$ cat config.mk
export PLATFORM = sky130hd
export DESIGN_NAME = pc_gen_flat
export DESIGN_NICKNAME = d
export VERILOG_FILES = /design/src/rtl/pc_gen_pkg.sv /design/src/rtl/pc_gen_if.sv /design/src/rtl/pc_redirect_arb.sv /design/src/rtl/pc_gen.sv /design/src/flat_wrapper.sv
export SDC_FILE = /design/constraint.sdc
export NUM_CORES = 1
export LEC_CHECK = 0
export BUFFER_PORTS_ARGS = -buffer_cell sky130_fd_sc_hd__buf_2
export CAP_MARGIN = 20
export CORE_AREA = 2 2 107 109
export CTS_CLUSTER_SIZE = 40
export DETAILED_ROUTE_END_ITERATION = 8
export DIE_AREA = 0 0 109 111
export PLACE_DENSITY = 0.85
export SYNTH_ARGS = -nofsm -noshare
export SYNTH_HDL_FRONTEND = slang
export SYNTH_SLANG_ARGS = --single-unit
$ cat constraint.sdc
create_clock -name clk_i -period 1.9 [get_ports clk_i]
set_input_delay 0.095 -clock clk_i [delete_from_list [all_inputs] [get_ports clk_i]]
set_output_delay 0.095 -clock clk_i [all_outputs]
set_load 0.01 [all_outputs]
$ cat src/rtl/pc_gen_pkg.sv
// ---------------------------------------------------------------------------
// pc_gen_pkg
// Shared definitions for the program-counter generator: data width, default
// reset vector and PC increment, the PC FSM state type, the redirect record
// produced by the branch/jump arbiter, and a word-alignment helper.
// ---------------------------------------------------------------------------
package pc_gen_pkg;

    localparam int XLEN = 32;

    localparam logic [XLEN-1:0] DEF_RESET_VECTOR = 32'h0000_0000;
    localparam int unsigned     DEF_INST_BYTES   = 4;

    typedef enum logic [1:0] {
        BOOT = 2'd0,
        RUN  = 2'd1,
        HOLD = 2'd2
    } pc_state_e;

    // One cycle's arbitrated redirect request.
    typedef struct packed {
        logic            valid;     // branch or jump requested this cycle
        logic [XLEN-1:0] target;    // selected target, forced to a word boundary
        logic            misalign;  // selected target had [1:0] != 0
    } redirect_t;

    function automatic logic [XLEN-1:0] align_word(input logic [XLEN-1:0] addr);
        return {addr[XLEN-1:2], 2'b00};
    endfunction

endpackage

$ cat src/rtl/pc_gen_if.sv
// ---------------------------------------------------------------------------
// pc_gen_if
// Bundle between the PC generator and its neighbours (fetch, hazard unit,
// branch/jump resolution).
//   stall_i / conflict_i          fetch stall and hazard hold
//   branch_taken_i / _target_i    taken branch and its destination
//   jump_i / jump_target_i        jump and its destination
//   pc_o                          address presented to fetch
//   pc_if_o / pc_if_valid_o       PC of the instruction fetch currently holds
//   misalign_o                    pulse: last applied target was not word aligned
// Modport master is the PC generator; slave is the surrounding pipeline.
// ---------------------------------------------------------------------------
interface pc_gen_if;
    import pc_gen_pkg::*;

    logic            stall_i;
    logic            conflict_i;
    logic            branch_taken_i;
    logic [XLEN-1:0] branch_target_i;
    logic            jump_i;
    logic [XLEN-1:0] jump_target_i;
    logic [XLEN-1:0] pc_o;
    logic [XLEN-1:0] pc_if_o;
    logic            pc_if_valid_o;
    logic            misalign_o;

    modport master (
        input  stall_i, conflict_i, branch_taken_i, branch_target_i,
               jump_i, jump_target_i,
        output pc_o, pc_if_o, pc_if_valid_o, misalign_o
    );

    modport slave (
        output stall_i, conflict_i, branch_taken_i, branch_target_i,
               jump_i, jump_target_i,
        input  pc_o, pc_if_o, pc_if_valid_o, misalign_o
    );

endinterface

$ cat src/rtl/pc_redirect_arb.sv
// ---------------------------------------------------------------------------
// pc_redirect_arb
// Purely combinational branch/jump arbiter. The branch is the older
// instruction, so it beats a jump resolved in the same cycle. The selected
// target is forced to a word boundary and its low bits are reported.
//   branch_taken_i, branch_target_i   branch request and destination
//   jump_i, jump_target_i             jump request and destination
//   redir_o                           arbitrated redirect record
// ---------------------------------------------------------------------------
module pc_redirect_arb
    import pc_gen_pkg::*;
(
    input  logic            branch_taken_i,
    input  logic [XLEN-1:0] branch_target_i,
    input  logic            jump_i,
    input  logic [XLEN-1:0] jump_target_i,
    output redirect_t       redir_o
);

    logic [XLEN-1:0] sel_target;

    // NOTE: every variable written here gets a value before any branch, so no
    // path leaves it unassigned and no latch is inferred.
    always_comb begin
        sel_target = jump_target_i;
        if (branch_taken_i) begin
            sel_target = branch_target_i;
        end
        redir_o.valid    = branch_taken_i | jump_i;
        redir_o.target   = align_word(sel_target);
        redir_o.misalign = |sel_target[1:0];
    end

endmodule

$ cat src/rtl/pc_gen.sv
// ---------------------------------------------------------------------------
// pc_gen
// Program-counter generator feeding fetch. Advances pc by INST_BYTES, takes
// branch/jump redirects, holds on stall or hazard conflict, parks a redirect
// that arrives during a stall and applies it once the stall clears. Also
// tracks the PC of the instruction fetch is currently presenting so decode
// can pair each instruction with its address.
//   clk_i, rst_i   clock (rising edge) and synchronous active-high reset
//   bus            pc_gen_if.master: pipeline inputs and registered outputs
// ---------------------------------------------------------------------------
module pc_gen
    import pc_gen_pkg::*;
#(
    parameter logic [XLEN-1:0] RESET_VECTOR = DEF_RESET_VECTOR,
    parameter int unsigned     INST_BYTES   = DEF_INST_BYTES
) (
    input  logic      clk_i,
    input  logic      rst_i,
    pc_gen_if.master  bus
);

    pc_state_e       state_q, state_d;
    logic [XLEN-1:0] pc_q, pc_d;
    logic [XLEN-1:0] pend_q, pend_d;
    logic [XLEN-1:0] pc_if_q, pc_if_d;
    logic            pc_if_valid_q, pc_if_valid_d;
    logic            misalign_q, misalign_d;
    logic            flush;
    redirect_t       redir;

    pc_redirect_arb u_arb (
        .branch_taken_i  (bus.branch_taken_i),
        .branch_target_i (bus.branch_target_i),
        .jump_i          (bus.jump_i),
        .jump_target_i   (bus.jump_target_i),
        .redir_o         (redir)
    );

    always_comb begin
        state_d       = state_q;
        pc_d          = pc_q;
        pend_d        = pend_q;
        pc_if_d       = pc_if_q;
        pc_if_valid_d = pc_if_valid_q;
        misalign_d    = 1'b0;
        flush         = 1'b0;

        unique case (state_q)
            // Single settling cycle at the reset vector; redirects ignored.
            BOOT: begin
                state_d = RUN;
            end

            RUN: begin
                if (redir.valid) begin
                    flush      = 1'b1;
                    misalign_d = redir.misalign;
                    if (bus.stall_i) begin
                        pend_d  = redir.target;
                        state_d = HOLD;
                    end else begin
                        pc_d = redir.target;
                    end
                end else if (!(bus.stall_i || bus.conflict_i)) begin
                    // Natural wrap at 2^32 is the intended behaviour.
                    pc_d = pc_q + XLEN'(INST_BYTES);
                end
            end

            HOLD: begin
                // Younger redirects are on the flushed path; keep the first.
                if (!bus.stall_i) begin
                    pc_d    = pend_q;
                    state_d = RUN;
                    // The instruction fetch delivers now belongs to the
                    // path the parked redirect squashed.
                    flush   = 1'b1;
                end
            end

            default: begin
                state_d = BOOT;
            end
        endcase

        // Mirror of fetch's instruction register.
        if (flush) begin
            pc_if_valid_d = 1'b0;
        end else if (bus.conflict_i) begin
            pc_if_d       = pc_if_q;
            pc_if_valid_d = pc_if_valid_q;
        end else if (bus.stall_i) begin
            pc_if_valid_d = 1'b0;
        end else begin
            pc_if_d       = pc_q;
            pc_if_valid_d = 1'b1;
        end
    end

    // NOTE: state registers use non-blocking assignments so every flop samples
    // the pre-edge values of the others, independent of statement order.
    always_ff @(posedge clk_i) begin
        if (rst_i) begin
            state_q       <= BOOT;
            pc_q          <= RESET_VECTOR;
            pend_q        <= RESET_VECTOR;
            pc_if_q       <= '0;
            pc_if_valid_q <= 1'b0;
            misalign_q    <= 1'b0;
        end else begin
            state_q       <= state_d;
            pc_q          <= pc_d;
            pend_q        <= pend_d;
            pc_if_q       <= pc_if_d;
            pc_if_valid_q <= pc_if_valid_d;
            misalign_q    <= misalign_d;
        end
    end

    assign bus.pc_o          = pc_q;
    assign bus.pc_if_o       = pc_if_q;
    assign bus.pc_if_valid_o = pc_if_valid_q;
    assign bus.misalign_o    = misalign_q;

endmodule

$ cat src/flat_wrapper.sv
// flat-port wrapper written by rule: the top's interface ports become plain ports
module pc_gen_flat import pc_gen_pkg::*;
#(
    parameter logic [XLEN-1:0] RESET_VECTOR = DEF_RESET_VECTOR,
    parameter int unsigned     INST_BYTES   = DEF_INST_BYTES
)
  (clk_i, rst_i, bus_stall_i, bus_conflict_i, bus_branch_taken_i, bus_branch_target_i, bus_jump_i, bus_jump_target_i, bus_pc_o, bus_pc_if_o, bus_pc_if_valid_o, bus_misalign_o);
  pc_gen_if bus_i ();
  input  logic clk_i;
  input  logic rst_i;
  input wire logic [$bits(bus_i.stall_i)-1:0] bus_stall_i;
  input wire logic [$bits(bus_i.conflict_i)-1:0] bus_conflict_i;
  input wire logic [$bits(bus_i.branch_taken_i)-1:0] bus_branch_taken_i;
  input wire logic [$bits(bus_i.branch_target_i)-1:0] bus_branch_target_i;
  input wire logic [$bits(bus_i.jump_i)-1:0] bus_jump_i;
  input wire logic [$bits(bus_i.jump_target_i)-1:0] bus_jump_target_i;
  output wire logic [$bits(bus_i.pc_o)-1:0] bus_pc_o;
  output wire logic [$bits(bus_i.pc_if_o)-1:0] bus_pc_if_o;
  output wire logic [$bits(bus_i.pc_if_valid_o)-1:0] bus_pc_if_valid_o;
  output wire logic [$bits(bus_i.misalign_o)-1:0] bus_misalign_o;
  assign bus_i.stall_i = bus_stall_i;
  assign bus_i.conflict_i = bus_conflict_i;
  assign bus_i.branch_taken_i = bus_branch_taken_i;
  assign bus_i.branch_target_i = bus_branch_target_i;
  assign bus_i.jump_i = bus_jump_i;
  assign bus_i.jump_target_i = bus_jump_target_i;
  assign bus_pc_o = bus_i.pc_o;
  assign bus_pc_if_o = bus_i.pc_if_o;
  assign bus_pc_if_valid_o = bus_i.pc_if_valid_o;
  assign bus_misalign_o = bus_i.misalign_o;
  pc_gen #(.RESET_VECTOR(RESET_VECTOR), .INST_BYTES(INST_BYTES)) u_core (.clk_i(clk_i), .rst_i(rst_i), .bus(bus_i));
endmodule
### Word level (Yosys, flattened, before mapping)

Index checks and enable logic that the tools add are counted.

* logic and storage cells: 43
* input bits: 70
* output and inout bits: 66
* flip-flop bits (word level): 98

* multiplexer cells: 13
* eq/ne operators: 7
* add/sub/neg operators: 1
* reduce and logical (&&, ||, !) cells: 10
* bitwise gates (word level): 6

Operators by type and width (number)
* 2-to-1 mux 32 bit: 5
* case mux 32 bit (2 select lines): 1
* adder 32 x 3 -> 32 bit, second input constant: 1
* AND reduction 3 bit: 3
* 2-to-1 mux 2 bit: 3
* case mux 2 bit (3 select lines): 1
* NOT 1 bit: 5
* inequality test 2 bit, second input constant: 2
* AND reduction 4 bit: 1
* OR reduction 2 bit: 2
* inequality test 3 x 2 -> 1 bit, second input constant: 1
* inequality test 3 bit, second input constant: 1
* OR reduction 3 bit: 1
* equality test 2 x 1 -> 1 bit, second input constant: 1
* equality test 2 bit, second input constant: 1
* logical NOT 2 bit: 1
* 2-to-1 mux 1 bit: 2
* inequality test 2 x 1 -> 1 bit, second input constant: 1
* case mux 1 bit (2 select lines): 1
* nonzero test 2 bit: 1
* logical OR 1 bit: 1
* bitwise OR 1 bit: 1

### Depth between registers and ports, before layout

Gate-level depths: netlist of the first run.

* depth in word-level cells: 5
* depth in mapped cells: 9

### Modules after synthesis

A second synthesis of the first run with hierarchy kept.

* cells, all modules: 714
* area total of the unflattened synthesis: 5406.4 um2

By module, submodules not included
* pc_gen: area each 4862.2 um2, times used 1, cells an instance 673
* pc_redirect_arb: area each 544.3 um2, times used 1, cells an instance 41

### Least setup slack after synthesis of the first run

Ideal clock, no wire load.

* path type: flip-flop to flip-flop
* start: register u_core.state_q[0]
* end: register u_core.pc_q[29], in the netlist u_core.bus.pc_o[29]
* clock period less this slack: 1979 ps
* stages on the path, launching flop included: 9
* setup time: 123 ps
* arrival time: 1856 ps
* path buffers: 2
* slack: -79 ps
* cells stage by stage: dfxtp_1 > inv_1 > ha_1 > a21bo_2 > or3_1 > buf_2 > buf_2 > nor4_1 > nor3_1

* cells in the longest elaborated chain, start to end: 3

RTL lines
* start: declaration: RTL line pc_gen.sv:22 `pc_state_e state_q, state_d;`
* start signal: assignment: RTL line pc_gen.sv:111 `state_q <= state_d;`
* equality test 2 x 1 -> 1 bit or equality test 2 bit (tied branches): RTL line pc_gen.sv:48 `unique case (state_q)`
* inequality test 3 x 2 -> 1 bit (no source line), or another cell as far along
* AND reduction 4 bit (no source line)
* end signal: assignment: RTL line pc_gen.sv:112 `pc_q <= pc_d;`
* end: declaration: RTL line pc_gen.sv:23 `logic [XLEN-1:0] pc_q, pc_d;`

Parallel ways exist; a longest one is shown, timed or not.
A chain may end at the register's enable or synchronous reset.

### Worst setup path after layout of the first run

* start: register u_core.state_q[0]
* end: register u_core.pc_q[30], in the netlist u_core.bus.pc_o[30]

Same word-level chain as after synthesis.

==> run_results.csv, run 1 <==
group,metric,value,unit
placement,post-place-cells,941,
placement,pre_cts_ws,-188,ps
global_routing,grt_overflow_total,0,
synthesis,synth_enable_flop_cells,0,
cts,cts_root_buf,"clkbuf_16",
final_layout,final_common_cell,"buf_2",
setup_path,reg2reg_depth,8,
setup_path,reg2reg_slack,-140,ps
synthesis,ys.warnings.count,0,
sta,worstMarginPinSlew,725,ps
setup_path,path_max_fanout,7,
outcome,outcome,"complete, but fails checks",
sta,layout_min_cycle_time,2040,ps
die,start_util,46.6,%
setup_path,required,2130,ps
cts,clockBufferDepth,2,
drt,routed-via-count,5859,
final_layout,final_core_util,61.7,%
sta,max_freq,490,MHz
setup_path,crit_type,"register to register",
setup_path,r2r_end,"u_core.bus.pc_o[30]$_SDFFE_PP0P_",
die,fp-row-count,39,
sta,skew,6.99,ps
synthesis,synthCells,661,
setup_path,critical-path-slowest-cell,"or3_4",
setup_path,cp-start-kind,"register",
final_layout,syn_to_final_growth,32.4,%
min_path,hold_class,"input pin to register",
global_routing,grt_use_total,27.8,%
final_layout,fillers,905,
drt,first_iter_violations,603,
synthesis,ys_seq_area_share,36.5,%
outcome,violations,"setup timing",
pwr,powerDensity,907,nW/um^2
drt,wirelength,17000,um
drt,via_per_inst,6.07,
setup_path,crit_start,"u_core.state_q[0]$_SDFFE_PP0P_",
synthesis,ys_seq_elements,94,
setup_path,crit_path_end_kind,"register",
global_routing,grt_pass1_wl,26700,um
cts,path_clk_slew,70,ps
final_layout,diodes,0,
cts,cts_buffers,9,
sta,setup_viol_count_final,14,
sta,grt_setup_unrepaired,"true",
pwr,peakVddDrop,0.000498,V
die,num_io_pins,136,
synthesis,syn_avg_cell_area,7.81,um^2
setup_path,cp_top_family,"compound AO/OA/AOI/OAI gates",
synthesis,yosysUniqueCellTypes,62,
synthesis,async_reset_ff_share,0,%
cts,cts.sinks,94,
cts,cts_tree,"yes",
setup_path,cp_num_buf_inv,2,
placement,dp_hpwl,11500,um
placement,place_congestion,0.868,
die,fp.coreArea,11100,um^2
die,fp.dieArea,12100,um^2
global_routing,grt_pass1_vias,5515,
cts,htreeDepth,3,
sta,fin_ws,-141,ps
drt,drc,0,
setup_path,r2r_start,"u_core.state_q[0]$_SDFFE_PP0P_",
die,die_w,109,um
global_routing,antenna_found_initial,0,
die,dieHeight,111,um
setup_path,crit_cells,8,
placement,io_buffer_count,131,
sta,fin_crit_sh,107,%
drt,ant_nets,0,
drt,drt-wirelength-per-cell,17.6,um
setup_path,cp-endpoint,"u_core.bus.pc_o[30]$_SDFFE_PP0P_",
cts,clkLatencyLatePin,350,ps
final_layout,drive_gt1_share,31.6,%
setup_path,crit_chain,"inv_2 -> ha_4 -> a21bo_4 -> or3_4 -> buf_8 -> nand2_1 -> a21oi_1 -> a211o_1",
final_layout,final_cells,965,
setup_path,max_stage_delay,430,ps
sta,slew_headroom,51.7,%
setup_path,critPathArrivalTime,2270,ps
global_routing,grt_max_degree,63,
pwr,p_leak,2.89,nW
sta,hold_viol_final,0,
synthesis,syn_area,5160,um^2
final_layout,fin_nets,891,
final_layout,layout_common_cells,"buf_2 (131), nand2_1 (103), dfxtp_1 (92)",
job,drv_cap,0,
sta,slew_violations,0,
cts,cts_hold_buf,0,
drt,dr.pass1.iters,8,
synthesis,ys.flop_type,"dfxtp_1",
==> sequential cells by signal (all words and copies together) (netlist names) <==
signal	cells
u_core.bus.pc_if_o	30
u_core.pend_q	30
u_core.bus.pc_o	30
u_core.bus.pc_if_valid_o	1
u_core.bus.misalign_o	1
u_core.state_q	2
==> kinds of logic (layout without fill, tap and decap cells) <==
logic type	Yosys count	in the layout	share of synthesized area (%)
adder cells (fa/ha/maj)	4	4	0.970
buffers and inverters	72	230	6.35
multiplexers	32	32	6.20
XOR/XNOR	12	12	2.04
other	1	4	0.0726
flip-flops	94	94	36.5
AO/OA/AOI/OAI	191	191	24.3
AND/OR/NAND/NOR	255	255	23.6
==> through the flow <==
stage               total power, mW  hold WS (ps)  setup TNS [ps]  cell area [um^2]
finish                         6.20          36.4            -676              6840
detailed placement             4.20           400           -1850              6320
CTS                            6.04          28.7           -1030              6720
global placement               4.15           391            -499              6320
global route                   6.51          35.9           -3750              6840
floorplan                      3.43           266           -27.1              5200
==> layer usage <==
| metal | GRT usage, % | wire length, um | up-vias |
|---|---|---|---|
| li1 | - | - | 2699 |
| met1 | 36.0 | 6830 | 2732 |
| met2 | 45.2 | 7860 | 345 |
| met3 | 4.88 | 1560 | 83 |
| met4 | 11.3 | 755 | 0 |
| met5 | 0 | 0 | - |
==> cells in the mapped netlist, types with 2 or more instances <==
library cell | count | area share [%]
a211oi_1 | 38 | 5.5
nor3_2 | 2 | 0.39
inv_1 | 9 | 0.65
dfxtp_1 | 94 | 36
nor4_1 | 6 | 0.73
nor4b_1 | 2 | 0.34
nor2_1 | 54 | 3.9
nand3_1 | 26 | 2.5
a221oi_1 | 2 | 0.34
mux2i_1 | 32 | 6.2
a21boi_0 | 3 | 0.44
o22ai_1 | 7 | 0.85
clkbuf_1 | 36 | 2.6
or3_1 | 5 | 0.61
xnor2_1 | 7 | 1.2
a31oi_1 | 5 | 0.61
o21ai_0 | 30 | 2.9
xor2_1 | 5 | 0.85
o211ai_1 | 10 | 1.5
a21oi_1 | 58 | 5.6
a22oi_1 | 4 | 0.58
nor2b_1 | 2 | 0.24
ha_1 | 4 | 0.97
o211a_1 | 3 | 0.58
and2_1 | 7 | 0.85
buf_4 | 8 | 1.2
o31ai_1 | 3 | 0.44
nand4_1 | 7 | 0.85
o21a_1 | 4 | 0.58
nor3b_1 | 5 | 0.73
nor3_1 | 15 | 1.5
a311oi_1 | 9 | 1.5
nand2_1 | 104 | 7.6
buf_2 | 13 | 1.3
and4_1 | 4 | 0.68
and3_1 | 6 | 0.73
a211o_1 | 3 | 0.51
o221ai_1 | 3 | 0.51
clkbuf_2 | 3 | 0.29
==> report_power, final <==
group | switching (mW) | internal [mW] | leakage, nW | total, mW
Sequential | 0.157 | 2.20 | 0.768 | 2.35
Combinational | 1.15 | 0.959 | 1.99 | 2.11
Clock | 0.806 | 0.930 | 0.135 | 1.74
==> layout make-up <==
type / instances / area [um^2] / area share [%]
multi-input cells: 498 / 3100 / 45.4
flip-flops and latches: 94 / 1880 / 27.6
repair buffers: 204 / 1350 / 19.7
clock buffers: 10 / 239 / 3.50
well taps: 143 / 179 / 2.62
clock inverters: 6 / 46.3 / 0.677
inverters: 10 / 40.0 / 0.586
==> how the worst min path moves through the flow <==
stage	startpoint	endpoint	slack (ps)	depth (start not counted)
final	bus_jump_target_i[3]	u_core.pend_q[3]$_SDFFE_PP0P_	40	3
after global routing	bus_jump_target_i[3]	u_core.pend_q[3]$_SDFFE_PP0P_	40	3
after CTS	bus_jump_target_i[3]	u_core.pend_q[3]$_SDFFE_PP0P_	30	3
after detailed placement	bus_jump_target_i[3]	u_core.pend_q[3]$_SDFFE_PP0P_	400	3
after global placement	bus_jump_target_i[3]	u_core.pend_q[3]$_SDFFE_PP0P_	390	3
after floorplan	bus_jump_target_i[3]	u_core.pend_q[3]$_SDFFE_PP0P_	270	2
==> worst register-to-register path: stages, from the launching register on <==
cell and delay [ps]:
dfxtp_2 350, inv_2 60, ha_4 250, a21bo_4 220
or3_4 430, buf_8 170, nand2_1 80, a21oi_1 100
a211o_1 270
==> what timing repair did <==
| item | CTS | global route |
|---|---|---|
| endpoints found under the setup margin | 49 | 57 |
| resized for setup | 14 | 32 |
| buffers inserted | 7 | 2 |
| pin swaps | 7 | 16 |
Power figures use the tool's default switching activity.
==> run 2, diff against run 1 <==
CORE_AREA = 4 4 104 106   (was 2 2 107 109)
DIE_AREA = 0 0 108 110   (was 0 0 109 111)
HOLD_SLACK_MARGIN = 0.06   (was unset)
PLACE_DENSITY = 0.88   (was 0.85)
clock period = 1.95 ns   (was 1.9 ns; I/O delays follow)
==> run 2 against run 1 <==
Net effect:
- maximum frequency shrank 0.21%
- the flow still finishes with violations (setup timing)
- clock skew grew 3.1 ps
- die area shrank 1.8%
==> run_results.csv, run 2 (synthesis gave the netlist of run 1 again) <==
group,metric,value,unit
cts,cts.sinks,94,
die,dieHeight,110,um
final_layout,fillers,725,
final_layout,layout_common_cells,"buf_2 (131), nand2_1 (102), dfxtp_1 (91)",
final_layout,fin_nets,888,
die,num_io_pins,136,
setup_path,cp_num_buf_inv,3,
drt,wirelength,18300,um
sta,fin_crit_sh,105,%
sta,fin_ws,-95.3,ps
cts,clkLatencyLatePin,380,ps
die,die_w,108,um
cts,cts_tree,"yes",
job,drv_cap,0,
global_routing,grt_overflow_total,0,
global_routing,grt_use_total,28.4,%
global_routing,grt_pass1_vias,5568,
cts,htreeDepth,3,
placement,place_congestion,0.885,
setup_path,crit_path_end_kind,"register",
drt,drt-wirelength-per-cell,19.2,um
outcome,violations,"setup timing",
setup_path,crit_start,"u_core.state_q[1]$_SDFFE_PP0P_",
pwr,peakVddDrop,0.000362,V
drt,ant_nets,0,
pwr,p_leak,2.85,nW
placement,pre_cts_ws,-168,ps
min_path,min_to,"u_core.pend_q[28]$_SDFFE_PP0P_",
sta,grt_setup_unrepaired,"true",
sta,worstMarginPinSlew,677,ps
final_layout,syn_to_final_growth,31.4,%
sta,hold_viol_final,0,
global_routing,grt_pass1_wl,26900,um
final_layout,drive_gt1_share,30.3,%
cts,cts_buffers,9,
final_layout,final_common_cell,"buf_2",
setup_path,required,2200,ps
setup_path,r2r_start,"u_core.state_q[1]$_SDFFE_PP0P_",
setup_path,reg2reg_slack,-100,ps
sta,slew_headroom,54.8,%
sta,slew_violations,0,
setup_path,critPathArrivalTime,2300,ps
min_path,hold_class,"input pin to register",
setup_path,max_stage_delay,440,ps
sta,max_freq,489,MHz
placement,io_buffer_count,131,
drt,first_iter_violations,939,
die,fp.coreArea,9770,um^2
setup_path,reg2reg_depth,8,
drt,routed-via-count,5987,
drt,drc,0,
setup_path,cp_top_family,"compound AO/OA/AOI/OAI gates",
drt,via_per_inst,6.30,
sta,skew,10.1,ps
die,start_util,52.8,%
die,fp.dieArea,11900,um^2
setup_path,r2r_end,"u_core.bus.pc_o[13]$_SDFFE_PP0P_",
final_layout,seq_area,1890,um^2
global_routing,grt_max_degree,38,
sta,finalSetupTns,-638,ps
sta,setup_viol_count_final,11,
setup_path,crit_type,"register to register",
min_path,min_from,"bus_jump_target_i[28]",
cts,path_clk_slew,90,ps
die,fp-row-count,36,
cts,clockBufferDepth,2,
setup_path,path_max_fanout,10,
placement,dp_hpwl,11700,um
setup_path,critical-path-slowest-cell,"or3_4",
setup_path,cp-start-kind,"register",
final_layout,diodes,0,
sta,layout_min_cycle_time,2050,ps
drt,dr.pass1.iters,5,
pwr,powerDensity,854,nW/um^2
setup_path,crit_chain,"inv_4 -> ha_4 -> a21bo_4 -> or3_4 -> buf_12 -> buf_4 -> a21boi_2 -> a311oi_1",
outcome,outcome,"complete, but fails checks",
min_path,min_path_cells,3,
global_routing,antenna_found_initial,0,
final_layout,multi_input_area,3110,um^2
cts,cts_root_buf,"clkbuf_8",
run 2: final cells by class:
type,count,share of cell area [%]
multi-input combinational,498,45.8
clock buffer,11,1.94
inverter,10,0.609
clock inverter,4,1.07
tap,133,2.45
timing repair buffer,201,20.3
sequential,94,27.8
run 2: worst max-delay path by stage:
stage / to / cells after the start
3_5_place_dp: u_core.bus.pc_o[22]$_SDFFE_PP0P_ / 8
6_report: u_core.bus.pc_o[13]$_SDFFE_PP0P_ / 8
2_1_floorplan: u_core.bus.pc_o[26]$_SDFFE_PP0P_ / 9
4_1_cts: u_core.bus.pc_o[12]$_SDFFE_PP0P_ / 8
5_1_grt: u_core.bus.pc_o[13]$_SDFFE_PP0P_ / 8
3_3_place_gp: u_core.bus.pc_o[22]$_SDFFE_PP0P_ / 8
run 2: power by group:
part           switching (mW)  total [mW]  internal (mW)
sequential              0.188        2.33           2.14
combinational            1.12        2.04          0.929
clock                   0.708        1.42          0.715
total                    2.01        5.80           3.78
run 2: metrics by stage:
| step | util (%) | hold WS, ps | cells | area (um^2) | total power [mW] |
|---|---|---|---|---|---|
| 4_1_cts | 67.3 | 68.2 | 944 | 6580 | 5.54 |
| 2_1_floorplan | - | 268 | 664 | 5170 | 3.32 |
| 3_5_place_dp | 63.5 | 404 | 918 | 6210 | 4.08 |
| 3_3_place_gp | 63.5 | 397 | 918 | 6210 | 4.00 |
| 5_1_grt | 69.4 | 82.5 | 951 | 6780 | 6.02 |
| 6_report | 69.4 | 57.0 | 951 | 6780 | 5.80 |
run 2: routing by layer:
layer | share of wire, % | global-route usage, % | up-vias
met2 | 45 | 45.1 | 480
met4 | 5.2 | 15.9 | 0
met3 | 12 | 5.30 | 105
met1 | 37 | 36.4 | 2723
met5 | 0 | 0 | -
li1 | - | - | 2679
run 2: worst reg2reg max path: stages, from the launching register on:
cell,delay [ps]
dfxtp_2,360
inv_4,50
ha_4,260
a21bo_4,220
or3_4,440
buf_12,170
buf_4,190
a21boi_2,160
a311oi_1,60
run 2: repair_timing:
action                                 CTS  global route
gates cloned                             1             1
resized for setup                       13            41
setup endpoints to repair               49            72
hold buffers                             6             0
setup buffers                            4             7
pin swaps                                4            15
endpoints found under the hold margin    3             0
==> run 3, diff against run 2 <==
ABC_AREA = 0   (was unset)
CORE_AREA = 2 2 102 104   (was 4 4 104 106)
DIE_AREA = 0 0 104 106   (was 0 0 108 110)
SKIP_CTS_REPAIR_TIMING = 1   (was unset)
==> run 3 against run 2 <==
Net effect:
- the flow still finishes with violations (setup timing)
- cell area fell by 0.59%
- cell count is 0.95% higher
- highest routed layer unchanged
- power is 2.2% lower
- sequential power is essentially flat
- clock-buffer cell count down 1
- global-route usage fell by 1.1 points
- hold slack lost 0.71 ps
==> run_results.csv, run 3 (synthesis gave the netlist of run 1 again) <==
group,metric,value,unit
outcome,outcome,"complete, but fails checks",
outcome,violations,"setup timing",
sta,layout_min_cycle_time,2040,ps
sta,slew_violations,0,
drt,drt-wirelength-per-cell,17.1,um
sta,setup_viol_count_final,16,
cts,path_clk_slew,100,ps
pwr,p_seq_share,40.7,%
placement,place_congestion,0.887,
cts,htreeDepth,3,
min_path,hold_class,"input pin to register",
drt,routed-via-count,5675,
final_layout,fin_nets,893,
global_routing,grt_pass1_vias,5043,
sta,finalSetupTns,-528,ps
job,drv_cap,0,
setup_path,crit_start,"u_core.state_q[0]$_SDFFE_PP0P_",
cts,cts_tree,"yes",
pwr,swShare,35.4,%
sta,fin_crit_sh,104,%
pwr,pwr-share-comb,35.4,%
drt,via_per_inst,5.91,
cts,cts_root_buf,"clkbuf_8",
global_routing,grt_use_total,27.3,%
cts,clockBufferDepth,2,
final_layout,final_core_util,67.4,%
setup_path,r2r_end,"u_core.bus.pc_o[11]$_SDFFE_PP0P_",
sta,grt_setup_unrepaired,"true",
pwr,p_int,3.66,mW
pwr,peakVddDrop,0.000476,V
setup_path,crit_path_end_kind,"register",
drt,first_iter_violations,602,
final_layout,final_common_cell,"buf_2",
final_layout,syn_to_final_growth,30.6,%
cts,cts_buffers,9,
die,fp-row-count,37,
setup_path,critical-path-slowest-cell,"dfxtp_2",
final_layout,layout_common_cells,"buf_2 (131), nand2_1 (103), dfxtp_1 (92)",
setup_path,cp-endpoint,"u_core.bus.pc_o[11]$_SDFFE_PP0P_",
pwr,p_total,5.67,mW
final_layout,fillers,839,
sta,hold_ws,56.3,ps
die,dieHeight,106,um
drt,ant_nets,0,
setup_path,crit_type,"register to register",
setup_path,path_max_fanout,6,
placement,io_buffer_count,131,
die,die_w,104,um
sta,hold_viol_final,0,
die,num_io_pins,136,
sta,max_freq,491,MHz
drt,dr.pass1.iters,7,
drt,drc,0,
setup_path,crit_chain,"buf_4 -> ha_4 -> and4bb_4 -> buf_6 -> nor3_4 -> buf_12 -> o21ai_1 -> a21boi_2 -> a311oi_1",
final_layout,drive_gt1_share,30.6,%
setup_path,r2r_start,"u_core.state_q[0]$_SDFFE_PP0P_",
pwr,p_leak,2.84,nW
setup_path,critPathArrivalTime,2320,ps
cts,clkLatencyLatePin,380,ps
cts,cts.sinks,94,
global_routing,grt_max_degree,84,
global_routing,grt_pass1_wl,24500,um
pwr,p_switching,2.00,mW
setup_path,cp-start-kind,"register",
drt,wirelength,16400,um
placement,dp_hpwl,11000,um
die,fp.coreArea,10000,um^2
sta,fin_ws,-85.3,ps
setup_path,max_stage_delay,350,ps
sta,skew,8.60,ps
global_routing,antenna_found_initial,0,
setup_path,reg2reg_slack,-90,ps
final_layout,diodes,0,
pwr,p_clk_share,24.0,%
setup_path,reg2reg_depth,9,
setup_path,required,2230,ps
die,start_util,51.6,%
die,fp.dieArea,11000,um^2
pwr,powerDensity,840,nW/um^2
global_routing,grt_overflow_total,0,
==> run 3: changes by cell type in the layout (fill, tap and decap cells not counted), sizes merged <==
cell / change
inv: +2
bufbuf: -1
buf: +5
clkinvlp: +3
bufinv: -1
clkinv: -2
==> run 3: per-layer routing <==
| layer | GRT usage [%] | vias up | wire length, um |
|---|---|---|---|
| li1 | - | 2695 | - |
| met1 | 35.8 | 2586 | 6710 |
| met4 | 12.1 | 0 | 441 |
| met2 | 44.6 | 340 | 7640 |
| met5 | 0 | - | 0 |
| met3 | 4.23 | 54 | 1640 |
==> run 3: worst min path at each step <==
stage	from	end	depth (start not counted)
global placement	bus_jump_target_i[3]	u_core.pend_q[3]$_SDFFE_PP0P_	3
CTS	bus_jump_target_i[3]	u_core.pend_q[3]$_SDFFE_PP0P_	3
finish	bus_jump_target_i[24]	u_core.pend_q[24]$_SDFFE_PP0P_	3
detailed placement	bus_jump_target_i[3]	u_core.pend_q[3]$_SDFFE_PP0P_	3
global route	bus_jump_target_i[24]	u_core.pend_q[24]$_SDFFE_PP0P_	3
floorplan	bus_jump_target_i[3]	u_core.pend_q[3]$_SDFFE_PP0P_	2
==> run 3: metrics by stage <==
step	instances	setup slack [ps]	instance area, um^2
6_report	960	-85.3	6740
5_1_grt	960	-113	6740
4_1_cts	946	-233	6450
3_5_place_dp	930	-206	6250
3_3_place_gp	930	-91.5	6250
2_1_floorplan	664	2.90	5170
==> run 3: worst max-delay path, delay by kind of cell (launching register included) <==
family                   cells  cell delay, ps
buffers and inverters        3             440
adder cells (fa/ha/maj)      1             160
AND/OR/NAND/NOR              2             550
AO/OA/AOI/OAI                3             440
flip-flops                   1             350
==> run 3: area by class of cell <==
type | instances | area (um^2) | share of cell area (%)
multi-input cells | 498 | 3080 | 45.6
clock inverters | 6 | 70.1 | 1.04
inverters | 10 | 43.8 | 0.649
repair buffers | 206 | 1370 | 20.3
flip-flops and latches | 94 | 1880 | 27.9
clock buffers | 10 | 128 | 1.89
well taps | 136 | 170 | 2.52
==> run 3: power by group through the flow <==
stage / Combinational [mW] / Sequential, mW / Clock [mW]
after global routing: 2.14 / 2.33 / 1.43
after CTS: 1.74 / 2.29 / 1.35
after floorplan: 0.896 / 2.42 / 0
after global placement: 1.69 / 2.33 / 0
final: 2.00 / 2.30 / 1.36
after detailed placement: 1.73 / 2.33 / 0
